### config.mk
export PLATFORM = sky130hd
export DESIGN_NAME = axi4_mem_arbiter
export DESIGN_NICKNAME = d
export VERILOG_FILES = /design/src/rtl/axi4_pkg.sv /design/src/rtl/rr_arb2.sv /design/src/rtl/axi4_mem_arbiter.sv
export SDC_FILE = /design/constraint.sdc
export NUM_CORES = 1
export LEC_CHECK = 0
export BUFFER_PORTS_ARGS = -buffer_cell sky130_fd_sc_hd__buf_2
export CAP_MARGIN = 20
export CORE_AREA = 2 2 139 141
export DETAILED_ROUTE_END_ITERATION = 8
export DIE_AREA = 0 0 141 143
export PLACE_DENSITY_LB_ADDON = 0.05
export SYNTH_ARGS = -nofsm -noshare
export SYNTH_HDL_FRONTEND = slang
export SYNTH_SLANG_ARGS = --single-unit
export TNS_END_PERCENT = 50
### constraint.sdc
create_clock -name clk -period 1.5 [get_ports clk]
set_clock_uncertainty 0.2 [all_clocks]
set_input_delay 0.3 -clock clk [delete_from_list [all_inputs] [get_ports clk]]
set_output_delay 0.3 -clock clk [all_outputs]
set_load 0.05 [all_outputs]
### src/rtl/axi4_pkg.sv
// rtl/axi4_pkg.sv - shared encodings and defaults for the AXI4 memory arbiter
package axi4_pkg;

    localparam int ADDR_W_DEFAULT = 32;
    localparam int DATA_W_DEFAULT = 32;

    typedef enum logic [2:0] {
        ARB_IDLE  = 3'd0,
        ARB_RADDR = 3'd1,
        ARB_RDATA = 3'd2,
        ARB_WADDR = 3'd3,
        ARB_WRESP = 3'd4
    } arb_state_e;

    localparam logic GRANT_I = 1'b0;
    localparam logic GRANT_D = 1'b1;

endpackage

### src/rtl/rr_arb2.sv
// rtl/rr_arb2.sv - combinational two-way round-robin picker (instruction vs data side)
module rr_arb2
    import axi4_pkg::*;
(
    input  logic req_ifetch,
    input  logic req_data,
    input  logic last_grant,
    output logic any_req,
    output logic pick
);

    always_comb begin
        any_req = req_ifetch | req_data;
        if (req_ifetch && req_data) begin
            pick = ~last_grant;
        end else if (req_data) begin
            pick = GRANT_D;
        end else begin
            pick = GRANT_I;
        end
    end

endmodule

### src/rtl/axi4_mem_arbiter.sv
// rtl/axi4_mem_arbiter.sv - round-robin 2:1 AXI4 arbiter, one outstanding transaction
module axi4_mem_arbiter
    import axi4_pkg::*;
#(
    parameter int ADDR_W = ADDR_W_DEFAULT,
    parameter int DATA_W = DATA_W_DEFAULT
) (
    input  logic                clk,
    input  logic                rst,
    input  logic [ADDR_W-1:0]   i_axi_araddr,
    input  logic                i_axi_arvalid,
    output logic                i_axi_arready,
    output logic [DATA_W-1:0]   i_axi_rdata,
    output logic                i_axi_rvalid,
    input  logic                i_axi_rready,
    input  logic [ADDR_W-1:0]   d_axi_araddr,
    input  logic                d_axi_arvalid,
    output logic                d_axi_arready,
    output logic [DATA_W-1:0]   d_axi_rdata,
    output logic                d_axi_rvalid,
    input  logic                d_axi_rready,
    input  logic [ADDR_W-1:0]   d_axi_awaddr,
    input  logic                d_axi_awvalid,
    output logic                d_axi_awready,
    input  logic [DATA_W-1:0]   d_axi_wdata,
    input  logic [DATA_W/8-1:0] d_axi_wstrb,
    input  logic                d_axi_wvalid,
    output logic                d_axi_wready,
    output logic                d_axi_bvalid,
    input  logic                d_axi_bready,
    output logic [ADDR_W-1:0]   m_axi_araddr,
    output logic                m_axi_arvalid,
    input  logic                m_axi_arready,
    input  logic [DATA_W-1:0]   m_axi_rdata,
    input  logic                m_axi_rvalid,
    output logic                m_axi_rready,
    output logic [ADDR_W-1:0]   m_axi_awaddr,
    output logic                m_axi_awvalid,
    input  logic                m_axi_awready,
    output logic [DATA_W-1:0]   m_axi_wdata,
    output logic [DATA_W/8-1:0] m_axi_wstrb,
    output logic                m_axi_wvalid,
    input  logic                m_axi_wready,
    input  logic                m_axi_bvalid,
    output logic                m_axi_bready
);

    arb_state_e state, state_next;
    logic       grant, last_grant;
    logic       aw_done, w_done;
    logic       any_req, pick;
    logic       aw_hs, w_hs, write_done;

    rr_arb2 u_rr_arb2 (
        .req_ifetch (i_axi_arvalid),
        .req_data   (d_axi_awvalid | d_axi_arvalid),
        .last_grant (last_grant),
        .any_req    (any_req),
        .pick       (pick)
    );

    always_ff @(posedge clk) begin
        if (rst) begin
            state      <= ARB_IDLE;
            grant      <= GRANT_I;
            last_grant <= GRANT_D;
            aw_done    <= 1'b0;
            w_done     <= 1'b0;
        end else begin
            state <= state_next;
            if (state == ARB_IDLE && any_req) begin
                grant      <= pick;
                last_grant <= pick;
            end
            if (state == ARB_WADDR) begin
                if (write_done) begin
                    aw_done <= 1'b0;
                    w_done  <= 1'b0;
                end else begin
                    if (aw_hs) aw_done <= 1'b1;
                    if (w_hs)  w_done  <= 1'b1;
                end
            end
        end
    end

    always_comb begin
        state_next    = state;
        i_axi_arready = 1'b0;
        i_axi_rvalid  = 1'b0;
        d_axi_arready = 1'b0;
        d_axi_rvalid  = 1'b0;
        d_axi_awready = 1'b0;
        d_axi_wready  = 1'b0;
        d_axi_bvalid  = 1'b0;
        m_axi_arvalid = 1'b0;
        m_axi_rready  = 1'b0;
        m_axi_awvalid = 1'b0;
        m_axi_wvalid  = 1'b0;
        m_axi_bready  = 1'b0;
        aw_hs         = 1'b0;
        w_hs          = 1'b0;
        write_done    = 1'b0;
        // Payloads are muxed unconditionally; only the valids are qualified by state.
        i_axi_rdata   = m_axi_rdata;
        d_axi_rdata   = m_axi_rdata;
        m_axi_araddr  = (grant == GRANT_D) ? d_axi_araddr : i_axi_araddr;
        m_axi_awaddr  = d_axi_awaddr;
        m_axi_wdata   = d_axi_wdata;
        m_axi_wstrb   = d_axi_wstrb;

        case (state)
            ARB_IDLE: begin
                if (any_req) begin
                    state_next = (pick == GRANT_D && d_axi_awvalid) ? ARB_WADDR : ARB_RADDR;
                end
            end
            ARB_RADDR: begin
                if (grant == GRANT_D) begin
                    m_axi_arvalid = d_axi_arvalid;
                    d_axi_arready = m_axi_arready;
                end else begin
                    m_axi_arvalid = i_axi_arvalid;
                    i_axi_arready = m_axi_arready;
                end
                if (m_axi_arvalid && m_axi_arready) state_next = ARB_RDATA;
            end
            ARB_RDATA: begin
                if (grant == GRANT_D) begin
                    m_axi_rready = d_axi_rready;
                    d_axi_rvalid = m_axi_rvalid;
                end else begin
                    m_axi_rready = i_axi_rready;
                    i_axi_rvalid = m_axi_rvalid;
                end
                if (m_axi_rvalid && m_axi_rready) state_next = ARB_IDLE;
            end
            ARB_WADDR: begin
                // Each channel is masked once its own beat has been accepted.
                m_axi_awvalid = d_axi_awvalid & ~aw_done;
                d_axi_awready = m_axi_awready & ~aw_done;
                m_axi_wvalid  = d_axi_wvalid & ~w_done;
                d_axi_wready  = m_axi_wready & ~w_done;
                aw_hs         = m_axi_awvalid & m_axi_awready;
                w_hs          = m_axi_wvalid & m_axi_wready;
                write_done    = (aw_done | aw_hs) & (w_done | w_hs);
                if (write_done) state_next = ARB_WRESP;
            end
            ARB_WRESP: begin
                m_axi_bready = d_axi_bready;
                d_axi_bvalid = m_axi_bvalid;
                if (m_axi_bvalid && m_axi_bready) state_next = ARB_IDLE;
            end
            default: state_next = ARB_IDLE;
        endcase
    end

endmodule

==> summary.md, run 1 <==
| Metric | Value |
|---|---|
| Setup-failing EPs final | 47 |
| Period utilisation layout | 125% |
| Min cycle time layout | 1.87 ns |
| Fin util | 14.1% |
| Inserted Clock Buffers | 3 |
| Cell variety after synth | 32 |
| Mapped Area | 1940 um^2 |
| GRT overflow | 0 |
| Post-synth top cells | buf_4, mux2_2, nor2_1 |
| Hold Path Class | in2reg |
| Relative slew slack | 78.2% |
| Synth area leader | buf_4 |
| Worst setup EP type | output port |
| Critical path startpoint category | register |
| Die height | 143 um |
| Routed via count | 1501 |
| Vias in the first global route | 1538 |
| CTS Root Cell | clkbuf_16 |
| NumNets Final | 427 |
| I/O pin count | 354 |
| Hpwl dp | 4760 um |
| Post-synth EDFFs | 0 |
| Initial DRC Count | 17 |
| Peak VDD IR | 0.000267 V |
| Final non-filler cell total | 482 |
| Max Cap Violations | 0 |
| TNS Setup | -14.14 ns |
| Placed cell areas | 2140 um^2 |
| Pre-antenna DRT Iters | 2 |
| Largest net degree at the start of global routing | 21 |
| Seq/Total Area, Yosys | 7.24% |
| Tot GR Track Use | 4.93% |
| Total power | 2.19 mW |
| RePlAce Congestion | 0.610 |
| Placed cell count | 473 |
| Initial antenna violation count | 0 |
| Die X | 141 um |
| Area Growth Syn to Fin | 34.9% |
| Mean Syn Cell Area | 8.24 um^2 |
| Detail Route Antenna Nets | 0 |
| Setup slack after layout | -0.371 ns |
| Wire per inst | 11.6 um |
| Port Buf Inserts | 121 |
| Sink Count | 7 |
| Arrival time at the worst endpoint | 1.37 ns |
| Top cell type's share of synthesized area | 51.6% |
| RSZ-0062 raised after global routing | true |
| Post-Syn Nets | 413 |
| Fillers | 2096 |
| Endpoints failing hold | 0 |
| Syn Inst Count | 235 |
| Worst setup path class | reg2out |
| Synth Flop Type | dfxtp_1 |
| # hold bufs at CTS | 0 |
| Area of the multi-input gates | 911 um^2 |
| Static leakage | 1.17 nW |
| Max Clk Rate | 535 MHz |
| Reg area | 153 um^2 |
| PwrDens | 837 nW/um^2 |
| CORE AREA | 18600 um^2 |
| Async SR Flop Fraction | 0% |
| Register clock-pin slew on the reported worst setup and hold paths | 0.04 ns |
| Row count | 50 |
| Max-slew violation count | 0 |
| Synth top area cells | buf_4, mux2_2, dfxtp_1, mux2_4, nor3b_1 |
| Post-synthesis sequential element count | 7 |
| Yosys warns | 0 |
| CTS tree | built |
| DRC viols | 0 |
| Ant diodes | 0 |
| Critical Path RT | 1.00 ns |
| Failing checks | negative setup slack |
| WL final | 5610 um |
| Worst-Skew Late Latency | 0.23 ns |
| Critical path fanouts, max | 3 |
| First-pass GRT wire length | 7640 um |
| Tightest Pin Transition | 0.317 ns |
| Status | finished, violations left |
| Initial Util | 10.4% |
| Layout cells sized above 1 | 83.9% |
| Max Root-Sink Buffers | 2 |
| Post-route cell area | 2610 um^2 |
| Most numerous cell in the Yosys netlist | buf_4 |
| Total Die Area | 20200 um^2 |
| H-tree levels | 1 |
| Vias per cell | 3.11 |
-- worst paths after layout --
path                            startpoint       endpoint  slack [ns]  cells past startpoint
worst min register to register  last_grant     last_grant        0.29                      1
worst min-delay path                   rst          grant        0.19                      3
worst max-delay path              state[1]  d_axi_arready       -0.37                      4
worst max register to register       grant       state[1]       -0.14                      7
-- per-layer routing --
layer / track usage, % / wire length [um] / part of all wire (%) / vias up
li1: - / - / - / 678
met1: 3.51 / 1540 / 27 / 667
met2: 10.6 / 3190 / 57 / 114
met3: 1.31 / 597 / 11 / 42
met4: 3.74 / 276 / 4.9 / 0
met5: 0 / 0 / 0 / -
-- per-stage QoR --
stage / hold WS (ns) / setup slack, ns
final: 0.192 / -0.371
after global routing: 0.207 / -0.414
after CTS: 0.198 / -0.403
after detailed placement: 0.292 / -0.231
after global placement: 0.296 / -0.218
after floorplan: 0.169 / -0.209
-- power breakdown --
| group | internal, mW | total, mW | switching (mW) |
|---|---|---|---|
| registers | 0.211 | 0.247 | 0.0366 |
| logic | 0.685 | 1.47 | 0.786 |
| clock network | 0.355 | 0.469 | 0.114 |
| total | 1.25 | 2.19 | 0.936 |
-- cell families after synthesis --
group / count (synthesis) / share of synthesized area [%]
buffers and inverters: 142 / 55.2
muxes: 34 / 20.6
and+or+nand+nor: 34 / 10.3
DFF: 7 / 7.23
AOI/OAI and AO/OA: 18 / 6.59
-- cells in the final DEF, fill, tap and decap left out, types with 2 or more instances in the layout --
cell type and instances:
a21oi_1 5, clkbuf_16 4, dfxtp_1 3, nand3b_1 2, buf_6 38, o21ai_1 2, nor3_1 2, buf_4 23
mux2i_1 2, nand2b_1 2, nand2_1 5, buf_2 78, nor2_2 2, nor2_1 5, nor3b_4 5, a31oi_1 3
mux2_2 17, buf_12 4, mux2_4 15, dfxtp_4 3, buf_8 5, nor3_4 4
-- registers in the layout, indices dropped and copies added (netlist names) --
name / flops
w_done: 1
grant: 1
state: 3
last_grant: 1
aw_done: 1
-- area by class of cell --
class	count	area share (%)
Timing Repair Buffer	149	44.8
Multi-Input combinational cell	86	34.8
Tap cell	234	11.2
Sequential cell	7	5.84
Clock buffer	4	3.02
Inverter	2	0.287
-- worst max-delay path: stages (launching register included) --
cell      delay, ns
dfxtp_4        0.34
buf_6          0.11
nand3b_1       0.25
nor3b_4        0.27
buf_12         0.16
-- what timing repair did --
item / in CTS / in global routing
setup endpoints to repair: 45 / 47
gates cloned: 0 / 1
gates resized for setup: 81 / 23
pin swaps: 1 / 1
buffers inserted: 2 / 2
Power figures use the tool's default switching activity.
==> run 2: changes to the inputs <==
Clock period 1.5 ns to 1.6 ns, I/O delays scaled along.
==> run 2 against run 1 <==
  * The flow still finishes with violations (negative setup slack)
  * Combinational power fell by 4%
  * Register-to-register slack improved by 0.19 ns
  * Sequential cell count did not move
  * Cell area rose by 1.9%
  * Critical path type unchanged
==> summary.md, run 2 (synthesized netlist as in run 1, its figures left out) <==
| Metric | Value |
|---|---|
| WL final | 5790 um (was 5610 um) |
| Initial DRC Count | 9 (was 17) |
| R2R Setup Slk | 0.05 ns (was -0.14 ns) |
| RePlAce Congestion | 0.618 (was 0.610) |
| Vias in the first global route | 1542 (was 1538) |
| # hold bufs at CTS | 0 (unchanged) |
| CP endpoint | d_axi_arready (unchanged) |
| Fin util | 14.3% (was 14.1%) |
| Hpwl dp | 4890 um (was 4760 um) |
| Crit path cell chain | buf_6, nand3b_1, nor3b_4, buf_12 (unchanged) |
| Initial antenna violation count | 0 (unchanged) |
| Max-slew violation count | 0 (unchanged) |
| Min cycle time layout | 1.88 ns |
| Die height | 143 um (unchanged) |
| GRT overflow | 0 (unchanged) |
| NumNets Final | 425 (was 427) |
| Setup slack after layout | -0.275 ns (was -0.371 ns) |
| Ant diodes | 0 (unchanged) |
| Combinational power share | 67.5% (was 67.3%) |
| Wire per inst | 12.1 um (was 11.6 um) |
| Largest net degree at the start of global routing | 19 (was 21) |
| CTS Root Cell | clkbuf_16 (unchanged) |
| Largest stage delay, worst path | 0.35 ns (was 0.34 ns) |
| Total power | 2.10 mW (was 2.19 mW) |
| Setup-failing EPs final | 44 (was 47) |
| Worst setup path class | reg2out (unchanged) |
| Routed via count | 1480 (was 1501) |
| Worst-Skew Late Latency | 0.23 ns (about the same) |
| Failing checks | negative setup slack (unchanged) |
| CTS tree | built (unchanged) |
| CP startpoint | state[1] (unchanged) |
| Layout cells sized above 1 | 84.1% (was 83.9%) |
| Max Root-Sink Buffers | 2 (unchanged) |
| Relative slew slack | 76.6% (was 78.2%) |
| Max Clk Rate | 533 MHz |
| Worst setup EP type | output port (unchanged) |
| Row count | 50 (unchanged) |
| First-pass GRT wire length | 7910 um (was 7640 um) |
| Reg2reg end | last_grant (was state[1]) |
| Switching power of the nets | 900 uW (was 936 uW) |
| Worst reg2reg path depth | 6 (was 7) |
| Max Cap Violations | 0 (unchanged) |
| Inserted Clock Buffers | 3 (unchanged) |
| Most flop-heavy register | state (unchanged) |
| Initial Util | 10.4% (unchanged) |
| R2R Path Start | state[1] (was grant) |
| PwrDens | 787 nW/um^2 (was 837 nW/um^2) |
| I/O pin count | 354 (unchanged) |
| Static leakage | 1.18 nW (was 1.17 nW) |
| Port Buf Inserts | 121 (unchanged) |
| Arrival time at the worst endpoint | 1.36 ns (was 1.37 ns) |
| Sink Count | 7 (unchanged) |
| Commonest non-fill, non-tap cells in the layout | buf_2, buf_6, mux2_2 (was buf_2, buf_6, buf_4) |
| Clock power frac | 21.5% (was 21.4%) |
| Die X | 141 um (unchanged) |
| Critical path fanouts, max | 3 (unchanged) |
| Critical Path RT | 1.08 ns (was 1.00 ns) |
| Pint | 1.20 mW (was 1.25 mW) |
| Switching Share | 43.0% (was 42.8%) |
| Reg power frac | 11.0% (was 11.3%) |
| CORE AREA | 18600 um^2 (unchanged) |
| Tot GR Track Use | 5.08% (was 4.93%) |
| Tightest Pin Transition | 0.341 ns (was 0.317 ns) |
| Critical path startpoint category | register (unchanged) |
| Hold Path Class | in2reg (unchanged) |
| DRC viols | 0 (unchanged) |
| RSZ-0062 raised after global routing | true (unchanged) |
| Worst hold slack | 0.185 ns (was 0.192 ns) |
| Vias per cell | 3.08 (was 3.11) |
| Commonest non-fill, non-tap cell in the layout | buf_2 (unchanged) |
| Period utilisation layout | 117% |
| CP max stage cell | dfxtp_4 (unchanged) |
| Fillers | 2111 (was 2096) |
| Pre-antenna DRT Iters | 4 (was 2) |
| Register clock-pin slew on the reported worst setup and hold paths | 0.04 ns (about the same) |
| Max reg flops | 3 (unchanged) |
| Area Growth Syn to Fin | 37.5% (was 34.9%) |
| H-tree levels | 1 (unchanged) |
| Endpoints failing hold | 0 (unchanged) |
| Total Die Area | 20200 um^2 (unchanged) |
| Peak VDD IR | 0.000254 V (was 0.000267 V) |
| Detail Route Antenna Nets | 0 (unchanged) |
| Status | finished, violations left (unchanged) |
==> run 2: cell count changes in the layout (fill, tap and decap cells not counted), moves of 3 or more <==
cell    before  now
buf_4       23   14
buf_6       38   45
buf_12       4    8
buf_8        5    2
==> run 2: repair_timing <==
action,4_1_cts,5_1_grt
endpoints found under the setup margin,44,48
resized for setup,90,27
pin swaps,3,4
setup buffers,3,2
gates cloned,0,1
==> run 2: power by group through the flow <==
stage,clock network [mW],logic (mW),registers (mW)
6_report,0.451,1.41,0.230
3_3_place_gp,0,1.17,0.230
2_1_floorplan,0,1.72,0.210
4_1_cts,0.466,1.35,0.230
3_5_place_dp,0,1.15,0.230
5_1_grt,0.476,1.49,0.235
==> run 2: area by class of cell <==
class	count	area, um^2	share of cell area [%]
Clock buffer	4	78.8	2.96
Timing Repair Buffer	147	1210	45.5
Inverter	2	7.51	0.282
Sequential cell	7	150	5.64
Multi-Input combinational cell	86	922	34.6
Tap cell	234	293	11.0
==> run 2: metrics by stage <==
step                      TNS, ns  setup slack, ns  instance area (um^2)  std cells
after floorplan             -1.52           -0.129                  2070        235
after global placement      -4.35           -0.161                  2130        470
after detailed placement    -4.54           -0.150                  2130        470
after CTS                  -10.89           -0.311                  2530        477
after global routing       -12.57           -0.344                  2660        480
final                      -10.27           -0.275                  2660        480
==> run 2: routing by layer <==
| layer | part of all wire, % | global-route usage, % | vias to the layer above |
|---|---|---|---|
| li1 | - | - | 675 |
| met1 | 33 | 4.81 | 668 |
| met2 | 54 | 9.88 | 108 |
| met3 | 9.0 | 1.27 | 29 |
| met4 | 3.1 | 3.00 | 0 |
| met5 | 0 | 0 | - |
==> run 2: worst min-delay path by stage <==
stage,startpoint,endpoint,slack [ns],depth (start not counted)
after floorplan,rst,grant,0.19,1
after global placement,last_grant,last_grant,0.29,1
after detailed placement,last_grant,last_grant,0.29,1
after CTS,rst,state[0],0.22,3
after global routing,rst,state[0],0.21,3
final,rst,state[0],0.19,3
==> run 2: worst max-delay path: cells and delay by family, from the launching register on <==
family	cells	cell delay [ns]
simple gates	2	0.49
flops	1	0.35
buf+inv	2	0.27
